==> config.mk <==
export PLATFORM = sky130hd
export DESIGN_NAME = truth_table_sequencer_flat
export DESIGN_NICKNAME = d
export VERILOG_FILES = /design/src/rtl/truth_table_sequencer_pkg.sv /design/src/rtl/truth_table_sequencer_if.sv /design/src/rtl/truth_table_sequencer_settle_timer.sv /design/src/rtl/truth_table_sequencer.sv /design/src/flat_wrapper.sv
export SDC_FILE = /design/constraint.sdc
export NUM_CORES = 1
export LEC_CHECK = 0
export ABC_CLOCK_PERIOD_IN_PS = 1800
export CAP_MARGIN = 20
export CORE_MARGIN = 4
export CORE_UTILIZATION = 43
export CTS_CLUSTER_DIAMETER = 40
export DETAILED_ROUTE_END_ITERATION = 10
export PLACE_DENSITY = 0.73
export SYNTH_ARGS = -nofsm -noshare
export SYNTH_HDL_FRONTEND = slang
export SYNTH_HIERARCHICAL = 1
export SYNTH_SLANG_ARGS = --single-unit
==> constraint.sdc <==
create_clock -name clk -period 1.8 [get_ports clk]
set_clock_uncertainty 0.05 [all_clocks]
set_input_delay 0.36 -clock clk [delete_from_list [all_inputs] [get_ports clk]]
set_output_delay 0.36 -clock clk [all_outputs]
set_load 0.05 [all_outputs]
==> src/rtl/truth_table_sequencer_pkg.sv <==
// Shared definitions for the truth-table sequencer.
//   state_t      : FSM state encoding (IDLE=0, APPLY=1, WAIT=2, SAMPLE=3, FINISH=4), 3 bits wide
//   settle_width : width of the settle counter for a given SETTLE value, never below 1
package truth_table_sequencer_pkg;

    typedef enum logic [2:0] {
        ST_IDLE   = 3'd0,
        ST_APPLY  = 3'd1,
        ST_WAIT   = 3'd2,
        ST_SAMPLE = 3'd3,
        ST_FINISH = 3'd4
    } state_t;

    function automatic int settle_width(input int settle);
        int w;
        w = $clog2(settle + 1);
        return (w < 1) ? 1 : w;
    endfunction

endpackage

==> src/rtl/truth_table_sequencer_if.sv <==
// Signal bundle between the sequencer and the gate under test / the observer.
//   start      : request a sweep (to sequencer)
//   s_in       : gate output under test (to sequencer)
//   in_vec     : gate inputs driven by the sequencer
//   busy, done : sweep in progress / one-cycle completion pulse
//   table_out  : captured truth table, bit k = s_in observed for in_vec==k
//   pass       : captured table equals the expected table
//   err_count  : number of rows that differ from the expected table
//
// Handshake: start is a level request with no ready; it is taken only on a
// clock edge where busy is low, and any start seen while busy is dropped, not
// queued. done is a single-cycle pulse; table_out, pass and err_count are
// valid from done and held until the next accepted start.
interface truth_table_sequencer_if #(
    parameter int N_IN = 2
);
    logic                   start;
    logic                   s_in;
    logic [N_IN-1:0]        in_vec;
    logic                   busy;
    logic                   done;
    logic [(1<<N_IN)-1:0]   table_out;
    logic                   pass;
    logic [N_IN:0]          err_count;

    modport master (
        input  start, s_in,
        output in_vec, busy, done, table_out, pass, err_count
    );

    modport slave (
        output start, s_in,
        input  in_vec, busy, done, table_out, pass, err_count
    );
endinterface

==> src/rtl/truth_table_sequencer_settle_timer.sv <==
// Down-counter that times the settle interval between driving a row and
// sampling the gate output.
//   clk, reset : clock, synchronous active-high reset
//   load       : load load_val (wins over en)
//   en         : decrement while non-zero
//   load_val   : value loaded on load
//   zero       : counter currently reads zero
module truth_table_sequencer_settle_timer #(
    parameter int W = 1
) (
    input  logic         clk,
    input  logic         reset,
    input  logic         load,
    input  logic         en,
    input  logic [W-1:0] load_val,
    output logic         zero
);
    logic [W-1:0] cnt_q, cnt_d;

    always_comb begin
        cnt_d = cnt_q;
        if (load) begin
            cnt_d = load_val;
        end else if (en && (cnt_q != '0)) begin
            cnt_d = cnt_q - W'(1);
        end
    end

    always_ff @(posedge clk) begin
        if (reset) begin
            cnt_q <= '0;
        end else begin
            cnt_q <= cnt_d;
        end
    end

    assign zero = (cnt_q == '0);
endmodule

==> src/rtl/truth_table_sequencer.sv <==
// Clocked stimulus/capture sequencer for small combinational gates. On start
// it drives every input combination 0..2**N_IN-1, waits SETTLE cycles per row,
// samples the gate output, builds the observed truth table and compares it
// with EXPECTED.
//   clk, reset : clock, synchronous active-high reset (aborts a sweep, no done)
//   bus        : master side of truth_table_sequencer_if (start/s_in in,
//                in_vec/busy/done/table_out/pass/err_count out, all registered)
//   dbg_state  : current FSM state
module truth_table_sequencer
    import truth_table_sequencer_pkg::*;
#(
    parameter int                   N_IN     = 2,
    parameter logic [(1<<N_IN)-1:0] EXPECTED = 4'b0010,
    parameter int                   SETTLE   = 1
) (
    input  logic                    clk,
    input  logic                    reset,
    truth_table_sequencer_if.master bus,
    output state_t                  dbg_state
);
    localparam int                ROWS     = 1 << N_IN;
    localparam int                TW       = settle_width(SETTLE);
    localparam logic [TW-1:0]     LOAD_VAL = TW'((SETTLE > 0) ? SETTLE - 1 : 0);
    localparam logic [N_IN-1:0]   LAST_IDX = N_IN'(ROWS - 1);

    state_t            state_q, state_d;
    logic [N_IN-1:0]   idx_q, idx_d;
    logic [N_IN-1:0]   in_vec_q, in_vec_d;
    logic [ROWS-1:0]   table_q, table_d;
    logic [N_IN:0]     err_q, err_d;
    logic              pass_q, pass_d;
    logic              done_q, done_d;
    logic              busy_q, busy_d;
    logic              timer_load, timer_en, timer_zero;

    truth_table_sequencer_settle_timer #(.W(TW)) u_settle_timer (
        .clk      (clk),
        .reset    (reset),
        .load     (timer_load),
        .en       (timer_en),
        .load_val (LOAD_VAL),
        .zero     (timer_zero)
    );

    always_comb begin
        state_d    = state_q;
        idx_d      = idx_q;
        in_vec_d   = in_vec_q;
        table_d    = table_q;
        err_d      = err_q;
        pass_d     = pass_q;
        timer_load = 1'b0;
        timer_en   = 1'b0;

        case (state_q)
            ST_IDLE: begin
                if (bus.start) begin
                    state_d  = ST_APPLY;
                    idx_d    = '0;
                    in_vec_d = '0;
                    table_d  = '0;
                    err_d    = '0;
                    pass_d   = 1'b0;
                end
            end
            ST_APPLY: begin
                timer_load = 1'b1;
                state_d    = (SETTLE == 0) ? ST_SAMPLE : ST_WAIT;
            end
            ST_WAIT: begin
                timer_en = 1'b1;
                if (timer_zero) begin
                    state_d = ST_SAMPLE;
                end
            end
            ST_SAMPLE: begin
                table_d[idx_q] = bus.s_in;
                if (bus.s_in != EXPECTED[idx_q]) begin
                    err_d = err_q + (N_IN + 1)'(1);
                end
                if (idx_q == LAST_IDX) begin
                    state_d = ST_FINISH;
                    // Compare the table including the row captured right now,
                    // so pass is already valid in the cycle done is high.
                    pass_d  = (table_d == EXPECTED);
                end else begin
                    idx_d    = idx_q + N_IN'(1);
                    in_vec_d = idx_q + N_IN'(1);
                    state_d  = ST_APPLY;
                end
            end
            ST_FINISH: begin
                state_d = ST_IDLE;
            end
            default: begin
                state_d = ST_IDLE;
            end
        endcase
    end

    // busy/done are registered copies of the next-state decode so they line
    // up exactly with the state register.
    always_comb begin
        done_d = (state_d == ST_FINISH);
        busy_d = (state_d != ST_IDLE);
    end

    always_ff @(posedge clk) begin
        if (reset) begin
            state_q  <= ST_IDLE;
            idx_q    <= '0;
            in_vec_q <= '0;
            table_q  <= '0;
            err_q    <= '0;
            pass_q   <= 1'b0;
            done_q   <= 1'b0;
            busy_q   <= 1'b0;
        end else begin
            state_q  <= state_d;
            idx_q    <= idx_d;
            in_vec_q <= in_vec_d;
            table_q  <= table_d;
            err_q    <= err_d;
            pass_q   <= pass_d;
            done_q   <= done_d;
            busy_q   <= busy_d;
        end
    end

    assign bus.in_vec    = in_vec_q;
    assign bus.busy      = busy_q;
    assign bus.done      = done_q;
    assign bus.table_out = table_q;
    assign bus.pass      = pass_q;
    assign bus.err_count = err_q;
    assign dbg_state     = state_q;
endmodule

==> src/flat_wrapper.sv <==
// flat-port wrapper written by rule: the top's interface ports become plain ports
module truth_table_sequencer_flat import truth_table_sequencer_pkg::*;
#(
    parameter int                   N_IN     = 2,
    parameter logic [(1<<N_IN)-1:0] EXPECTED = 4'b0010,
    parameter int                   SETTLE   = 1
)
  (clk, reset, dbg_state, bus_start, bus_s_in, bus_in_vec, bus_busy, bus_done, bus_table_out, bus_pass, bus_err_count);
  truth_table_sequencer_if #(.N_IN(N_IN)) bus_i ();
  input  logic clk;
  input  logic reset;
  output state_t dbg_state;
  input wire logic [$bits(bus_i.start)-1:0] bus_start;
  input wire logic [$bits(bus_i.s_in)-1:0] bus_s_in;
  output wire logic [$bits(bus_i.in_vec)-1:0] bus_in_vec;
  output wire logic [$bits(bus_i.busy)-1:0] bus_busy;
  output wire logic [$bits(bus_i.done)-1:0] bus_done;
  output wire logic [$bits(bus_i.table_out)-1:0] bus_table_out;
  output wire logic [$bits(bus_i.pass)-1:0] bus_pass;
  output wire logic [$bits(bus_i.err_count)-1:0] bus_err_count;
  assign bus_i.start = bus_start;
  assign bus_i.s_in = bus_s_in;
  assign bus_in_vec = bus_i.in_vec;
  assign bus_busy = bus_i.busy;
  assign bus_done = bus_i.done;
  assign bus_table_out = bus_i.table_out;
  assign bus_pass = bus_i.pass;
  assign bus_err_count = bus_i.err_count;
  truth_table_sequencer #(.N_IN(N_IN), .EXPECTED(EXPECTED), .SETTLE(SETTLE)) u_core (.clk(clk), .reset(reset), .bus(bus_i), .dbg_state(dbg_state));
endmodule
Yosys cells after proc, flatten, opt, wreduce, memory -nomap -nowiden
Cells that the tools add are included.
Widths: inputs -> output; s select.
Storage, ports and cells
  flip-flop bits (word level): 16
  input port bits: 4
  output and inout port bits: 15
  logic and storage cells: 56
Operators by class
  add/subtract/negate cells: 3
  order comparisons: 2
  eq/ne operators: 11
  mux-type cells: 22
  reductions and logical operators: 10
Operators with widths (number)
  $mux 3: 5
  $pmux 3 s4: 1
  $reduce_and 3->1: 3
  $pmux 4 s2: 1
  $eq 3x2->1 const B: 2
  $mux 1: 6
  $pmux 3 s2: 1
  $bwmux 4: 1
  $eq 4x2->1 const B: 1
  $mux 2: 2
  $mux 4: 1
  $ne 2x1->1 const B: 2
  $ne 2x2->1 const B: 2
  $pmux 2 s2: 1
  $add 3x1->3 const B: 1
  $eq 3x1->1 const B: 1
  $eq 3x3->1 const B: 1
  $logic_not 3->1: 1
  $lt 2x3->1 const B: 1
  $reduce_bool 3->1: 1
  $add 2x1->2 const B: 1
  $bmux 1 s2: 1
  $demux 1 s2: 1
  $eq 2x2->1 const B: 1
  8 further kinds: 9

Logic depth before layout (Yosys ltp)
Gate-level depths: netlist (run 1).
  depth in word-level cells: 8
  depth in mapped cells: 6
  gate-level depth less buffers: 6

Hierarchy
Netlist (run 1), hierarchy kept.
By module, submodules not included
  truth_table_sequencer: times used 1, cells an instance 90, area an instance 783.3 µm²
  truth_table_sequencer_settle_timer: times used 1, cells an instance 4, area an instance 47.5 µm²

Worst setup path after synthesis (run 1)
OpenSTA, ideal clock, no wires.
  path type: flip-flop to flip-flop
  start: register, netlist name u_core/bus.in_vec[1]
  end: register u_core.err_q[2] (netlist: u_core/bus.err_count[2])
  library setup time: 0.071 ns
  arrival: 1.862 ns
  data required time: 1.679 ns
  path slack: -0.183 ns
  stages on the path, launching flop included: 7
  period minus slack after synthesis: 1.983 ns
  path through: dfxtp_1 -> inv_1 -> ha_1 -> xnor2_1 -> o22a_4 -> or4_1 -> a21oi_1
RTL lines
  to (signal assigned): line truth_table_sequencer.sv:123  | err_q <= err_d;
  to (decl): line truth_table_sequencer.sv:30  | logic [N_IN:0] err_q, err_d;

Worst setup path after layout (run 1)
  start: register u_core.state_q[1] (netlist: u_core/dbg_state[1])
  end: register u_core.err_q[2] (netlist: u_core/bus.err_count[2])
Between the ends
  word-level cells in the longest chain between the ends: 3
  elaborated cells on any way between the ends: 7
Ends and longest elaborated chain
  from (decl): line truth_table_sequencer.sv:26  | state_t state_q, state_d;
  from (signal assigned): line truth_table_sequencer.sv:119  | state_q <= state_d;
  $eq 3x2->1 or $logic_not 3->1 (tied branches): line truth_table_sequencer.sv:55  | case (state_q)
  $ne 2x1->1 (no line), or another cell as far along
  $reduce_and 3->1 (no line)
Parallel ways exist; a longest one is shown, timed or not.
A chain may end at the register's enable or synchronous reset.

==> metrics.md, run 1 <==
| Metric | Value |
|---|---|
| Status | finished, final reports clean |
| Pins Over Slew Limit | 0 |
| Largest net degree at the start of global routing | 15 |
| Post-synthesis cell count | 94 |
| Yosys warns | 6 |
| Post-Route WL | 1.72 mm |
| CTS tree | built |
| Post-route ant nets | 0 |
| Ant diodes | 0 |
| Die Footprint | 2700 um2 |
| Synth Flop Type | dfxtp_1 |
| Static leakage | 0.463 nW |
| RSZ-0062 raised after global routing | false |
| Die X | 52.0 um |
| Drt pass-1 iters | 4 |
| Kind of critical path | register to register |
| Net Count, Synth | 103 |
| Row count | 15 |
| Critical path data required time | 1970 ps |
| Min-delay worst type | register to register |
| Max-Cap Viols | 0 |
| # clock sinks | 16 |
| Crit path capture type | register |
| CTS buffer count | 3 |
| Asr flop ratio synth | 0% |
| Synth Area per Inst | 8.84 um2 |
| Initial antenna violation count | 0 |
| Vias | 721 |
| #FFs+latches synth | 16 |
| I/O Pins | 19 |
| Hpwl dp | 1.25 mm |
| Synthesis-to-finish area growth | 28.3% |
| WL per Instance | 12.1 um |
| Pre-CTS WS | -298 ps |
| Setup Fix Bufs, Post-CTS | 0 |
| Port bufs | 18 |
| Number of global-route vias before repair | 708 |
| FMAX | 0.600 GHz |
| Setup ws final | 133 ps |
| Final setup vio count | 0 |
| Final-stage net count | 127 |
| Peak supply drop | 0.458 mV |
| Later-pin clock latency in the skew report | 280 ps |
| Pwr Density | 716 nW/um2 |
| GPL Wtd Cong | 0.770 |
| Root Driver | clkbuf_4 |
| Tmin final | 1670 ps |
| Layout cell share with drive strength beyond 1 | 31.6% |
| Share of the yosys chip area belonging to registers | 38.6% |
| Util after Layout | 59.8% |
| Post-Syn Area | 831 um2 |
| Critical Path AT | 1840 ps |
| Chip height | 52.0 um |
| First-pass GRT wire length | 3.05 mm |
| Initial core utilization | 46.6% |
| DRT iter0 DRCs | 15 |
| Bufs on Longest Clock Path | 2 |
| Hold Fails Final Rpt | 0 |
| Core box area | 1780 um2 |
| GR Overflow Total | 0 |
| Post-synth EDFFs | 0 |
| Synth unique cells | 32 |
| Largest fanout on the critical path | 11 |
| Clock Pin Slew Worst Setup and Hold Paths | 90 ps |
| Via density | 5.08 |
| # H-tree levels | 1 |
| Final period util | 92.6% |
| GRT Total Usage | 15.1% |
| DRC | 0 |
| Worst Setup Start Kind | register |
==> area by class of cell <==
cell class / instances / area (um2)
multi-input cells: 66 / 454
fillers: 173 / 717
inverters: 7 / 26.3
well taps: 25 / 31.3
repair buffers: 24 / 186
flip-flops and latches: 16 / 332
clock buffers: 4 / 36.3
==> per-layer routing <==
metal	GRT usage, %	up-vias	share of wire, %
met1	19.3	328	51
met5	0	-	0
li1	-	373	-
met2	23.4	18	44
met4	7.86	0	0.99
met3	3.44	2	4.5
==> Yosys cell counts (2+ instances only) <==
master	number	share of area [%]
dfxtp_1	16	39
nor2_1	13	5.9
a21oi_1	7	4.2
inv_1	7	3.2
ha_1	5	7.5
nor3_1	5	3.0
a21o_2	3	3.2
clkbuf_1	3	1.4
mux2i_1	3	3.6
nand2_1	3	1.4
nand3b_1	3	2.7
and3_1	2	1.5
nand2b_1	2	1.5
nand3_1	2	1.2
nor3b_1	2	1.8
o21ai_0	2	1.2
==> stage by stage <==
| step | hold WS [ps] | power (mW) | TNS [ps] | area [um2] | instances |
|---|---|---|---|---|---|
| 4_1_cts | 450 | 0.776 | 0 | 1070 | 142 |
| 3_5_place_dp | 437 | 0.539 | -1780 | 1030 | 138 |
| 2_1_floorplan | 373 | 0.496 | -4.06 | 847 | 94 |
| 3_3_place_gp | 424 | 0.537 | -1770 | 1030 | 138 |
| 6_report | 444 | 0.763 | 0 | 1070 | 142 |
| 5_1_grt | 484 | 0.805 | 0 | 1070 | 142 |
==> worst paths after layout <==
| check | start | end | slack (ps) | cells after the start |
|---|---|---|---|---|
| max | u_core/dbg_state[1] | u_core/bus.err_count[2] | 130 | 4 |
| min | u_core/u_settle_timer/cnt_q | u_core/u_settle_timer/cnt_q | 440 | 2 |
| max reg2reg | u_core/dbg_state[1] | u_core/bus.err_count[2] | 130 | 4 |
| min reg2reg | u_core/u_settle_timer/cnt_q | u_core/u_settle_timer/cnt_q | 440 | 2 |
==> cell families (layout without fill, tap and decap cells) <==
family                     Yosys count  in the layout  synth area share, %
AOI/OAI and AO/OA                   20             20                 18.8
and+or+nand+nor                     36             36                 23.2
buffers and inverters               12             35                 6.78
adders and majority gates            5              5                 7.53
other                                1              1                0.451
DFF                                 16             16                 38.6
xor gates and xnor gates             1              1                 1.05
muxes                                3              3                 3.61
==> worst max-delay path, stage by stage, from the launching register on <==
cell	delay, ps
dfxtp_4	390
or3b_4	400
o22a_4	230
or4_1	400
a21oi_1	140
==> power by group <==
part	internal [mW]	switching, mW
Clock	0.123	0.110
Sequential	0.365	0.0167
Combinational	0.0668	0.0809
Total	0.555	0.208
==> flip-flops by register name (all words and copies together) (netlist names) <==
name and flops:
u_core/bus.done 1, u_core/bus.err_count 3, u_core/bus.in_vec 2, u_core/u_settle_timer/cnt_q 1, u_core/bus.busy 1, u_core/bus.table_out 4, u_core/dbg_state 3, u_core/bus.pass 1
==> cell usage in the layout, fill, tap and decap left out, drive strengths merged, types with 2 or more instances in the layout <==
| master | netlist | final |
|---|---|---|
| nand3 | 2 | 2 |
| a21oi | 7 | 7 |
| o21ai | 2 | 2 |
| clkdlybuf4s50 | 0 | 2 |
| nand2b | 2 | 2 |
| nor2 | 13 | 13 |
| ha | 5 | 5 |
| clkbuf | 3 | 4 |
| dfxtp | 16 | 16 |
| nand2 | 3 | 3 |
| and3 | 2 | 2 |
| buf | 2 | 21 |
| a21o | 3 | 3 |
| nor3 | 5 | 5 |
| mux2i | 3 | 3 |
| inv | 7 | 7 |
| nor3b | 2 | 2 |
| nand3b | 3 | 3 |
==> repair_timing <==
item	CTS	global route
hold buffers	0	0
resized for setup	1	0
setup endpoints to repair	1	0
Power figures use the tool's default switching activity.
==> inputs of run 2 (changes only) <==
Settings changed: CORE_MARGIN 4 to 5, CTS_CLUSTER_SIZE set to 16.
==> metrics.md, run 2 (synthesis results as in run 1) <==
| Metric | Value |
|---|---|
| FMAX | 0.591 GHz (-1.5%) |
| Hold_sp | bus_start |
| Setup TNS | 0 ps (unchanged) |
| Sw frac | 28.9% (+1.6 points) |
| Bufs on Longest Clock Path | 2 (unchanged) |
| Largest fanout on the critical path | 11 (unchanged) |
| Die Footprint | 2910 um2 (+7.8%) |
| Port bufs | 18 (unchanged) |
| RSZ-0062 raised after global routing | false |
| Vias | 733 (+1.7%) |
| Largest net degree at the start of global routing | 15 (unchanged) |
| Cells on worst reg2reg path | 4 (unchanged) |
| Placed cells | 138 (unchanged) |
| Pint | 0.519 mW (-6.5%) |
| # H-tree levels | 1 (unchanged) |
| Commonest cells after routing, fill and taps aside | buf_4, nor2_1, dfxtp_1, inv_1, a21oi_1 |
| Peak supply drop | 0.420 mV (-8.4%) |
| Fill cells | 157 (-9.2%) |
| Final-stage net count | 127 (unchanged) |
| Status | finished, final reports clean |
| Clk pwr share | 27.1% (-3.5 points) |
| Via density | 5.16 (+1.7%) |
| Later-pin clock latency in the skew report | 290 ps (about the same) |
| Post-route ant nets | 0 (unchanged) |
| DRC | 0 (unchanged) |
| I/O Pins | 19 (unchanged) |
| Core box area | 1780 um2 (unchanged) |
| Most common cell after layout, fill and taps aside | buf_4 |
| # clock sinks | 16 (unchanged) |
| GR Overflow Total | 0 (unchanged) |
| Dpl cell area | 1030 um2 (unchanged) |
| Initial antenna violation count | 0 (unchanged) |
| Reg2Reg Capture Point | u_core/bus.err_count[2] |
| P_sw | 0.210 mW (+1.3%) |
| Worst Setup Start Kind | register |
| Max FFs per register | 4 (unchanged) |
| Kind of critical path | register to register |
| Root Driver | clkbuf_4 |
| Clock Pin Slew Worst Setup and Hold Paths | 90 ps (about the same) |
| Hold Fails Final Rpt | 0 (unchanged) |
| Setup Fix Bufs, Post-CTS | 0 (unchanged) |
| DRT iter0 DRCs | 10 (-5) |
| Final period util | 94.0% (+1.4 points) |
| Sink of the worst hold path | u_core/bus.busy |
| Register share of total power | 52.4% (+2.3 points) |
| Static leakage | 0.466 nW (+0.74%) |
| Drt pass-1 iters | 3 (-1) |
| CTS buffer count | 3 (unchanged) |
| Combinational Power Share | 20.4% (+1.0 points) |
| Pins Over Slew Limit | 0 (unchanged) |
| Tmin final | 1690 ps (+24.8 ps) |
| CTS tree | built |
| Critical Path AT | 1870 ps (+30 ps) |
| Layout Cells excl Fill | 142 (unchanged) |
| R2R Path Start | u_core/dbg_state[1] |
| Ant diodes | 0 (unchanged) |
| Min-delay worst type | input pin to register |
| Final design area excluding fillers | 1070 um2 (+0.12%) |
| Crit path capture type | register |
| Total chip power | 0.729 mW (-4.4%) |
| GPL Wtd Cong | 0.781 (+1.4%) |
| R2R Setup Slk | 110 ps (-20 ps) |
| Pwr Density | 683 nW/um2 (-4.5%) |
| Post-Route WL | 1.76 mm (+2.4%) |
| First-pass GRT wire length | 3.04 mm (-0.43%) |
| Hpwl dp | 1.31 mm (+4.8%) |
| WHS | 322 ps (-123 ps) |
| Max-Cap Viols | 0 (unchanged) |
| Synthesis-to-finish area growth | 28.5% |
| Chip height | 54.0 um (+3.8%) |
| FF/Latch Area | 332 um2 (unchanged) |
| GRT Total Usage | 15.3% (+0.25 points) |
| Final setup vio count | 0 (unchanged) |
| Row count | 15 (unchanged) |
| Hold depth | 3 (+1) |
| WL per Instance | 12.4 um (+2.4%) |
| Number of global-route vias before repair | 670 (-5.4%) |
| Critical path data required time | 1980 ps (about the same) |
| Multi-input combinational cell area | 462 um2 (+1.7%) |
| Layout cell share with drive strength beyond 1 | 32.5% (+0.85 points) |
| Die X | 54.0 um (+3.8%) |
| Initial core utilization | 46.6% (unchanged) |
run 2: cell count changes in the layout (fill, tap and decap cells not counted):
| cell | before | now |
|---|---|---|
| a21oi_2 | 0 | 1 |
| or4_4 | 0 | 1 |
| dlygate4sd2_1 | 1 | 0 |
| or4_1 | 1 | 0 |
| clkbuf_1 | 0 | 1 |
| dlymetal6s2s_1 | 0 | 1 |
| clkbuf_8 | 1 | 0 |
| a21oi_1 | 7 | 6 |
run 2: power groups by stage:
stage	clock network, mW	logic (mW)	registers, mW
after floorplan	0	0.0855	0.411
after global placement	0	0.148	0.390
after global routing	0.229	0.161	0.386
final	0.198	0.149	0.382
after detailed placement	0	0.149	0.391
after CTS	0.209	0.149	0.383
run 2: stage by stage:
| step | utilization (%) | worst slack, ps |
|---|---|---|
| floorplan | - | -4.06 |
| global placement | 57.8 | -274 |
| detailed placement | 57.8 | -297 |
| CTS | 59.3 | 6.85 |
| global route | 59.9 | 48.1 |
| finish | 59.9 | 108 |
run 2: final cells by class:
class / instances / share of cell area, %
sequential: 16 / 31.1
inverter: 7 / 2.46
tap: 25 / 2.93
multi-input combinational: 66 / 43.3
clock buffer: 4 / 2.46
timing repair buffer: 24 / 17.8
run 2: what timing repair did:
item | 4_1_cts | 5_1_grt
resized for setup | 0 | 3
hold buffers | 0 | 0
setup endpoints to repair | 0 | 1
run 2: worst max path at each step:
| stage | startpoint | to | slack (ps) | depth (start not counted) |
|---|---|---|---|---|
| 6_report | u_core/dbg_state[1] | u_core/bus.err_count[2] | 110 | 4 |
| 5_1_grt | u_core/bus.in_vec[1] | u_core/bus.err_count[2] | 50 | 6 |
| 4_1_cts | bus_start | u_core/bus.err_count[2] | 7 | 5 |
| 3_5_place_dp | bus_start | u_core/bus.err_count[2] | -300 | 5 |
| 3_3_place_gp | bus_start | u_core/bus.err_count[2] | -270 | 5 |
| 2_1_floorplan | u_core/dbg_state[1] | u_core/bus.err_count[2] | -4 | 5 |
run 2: routing by layer:
metal | up-vias | wire length (um) | GRT usage, %
li1 | 372 | - | -
met1 | 342 | 851 | 18.7
met2 | 15 | 743 | 22.2
met3 | 4 | 114 | 4.16
met4 | 0 | 52 | 12.8
met5 | - | 0 | 0
run 2: worst max-delay path, stage by stage (launching register included):
cell	delay, ps
dfxtp_4	390
or3b_4	410
o22a_4	230
or4_4	410
a21oi_2	140
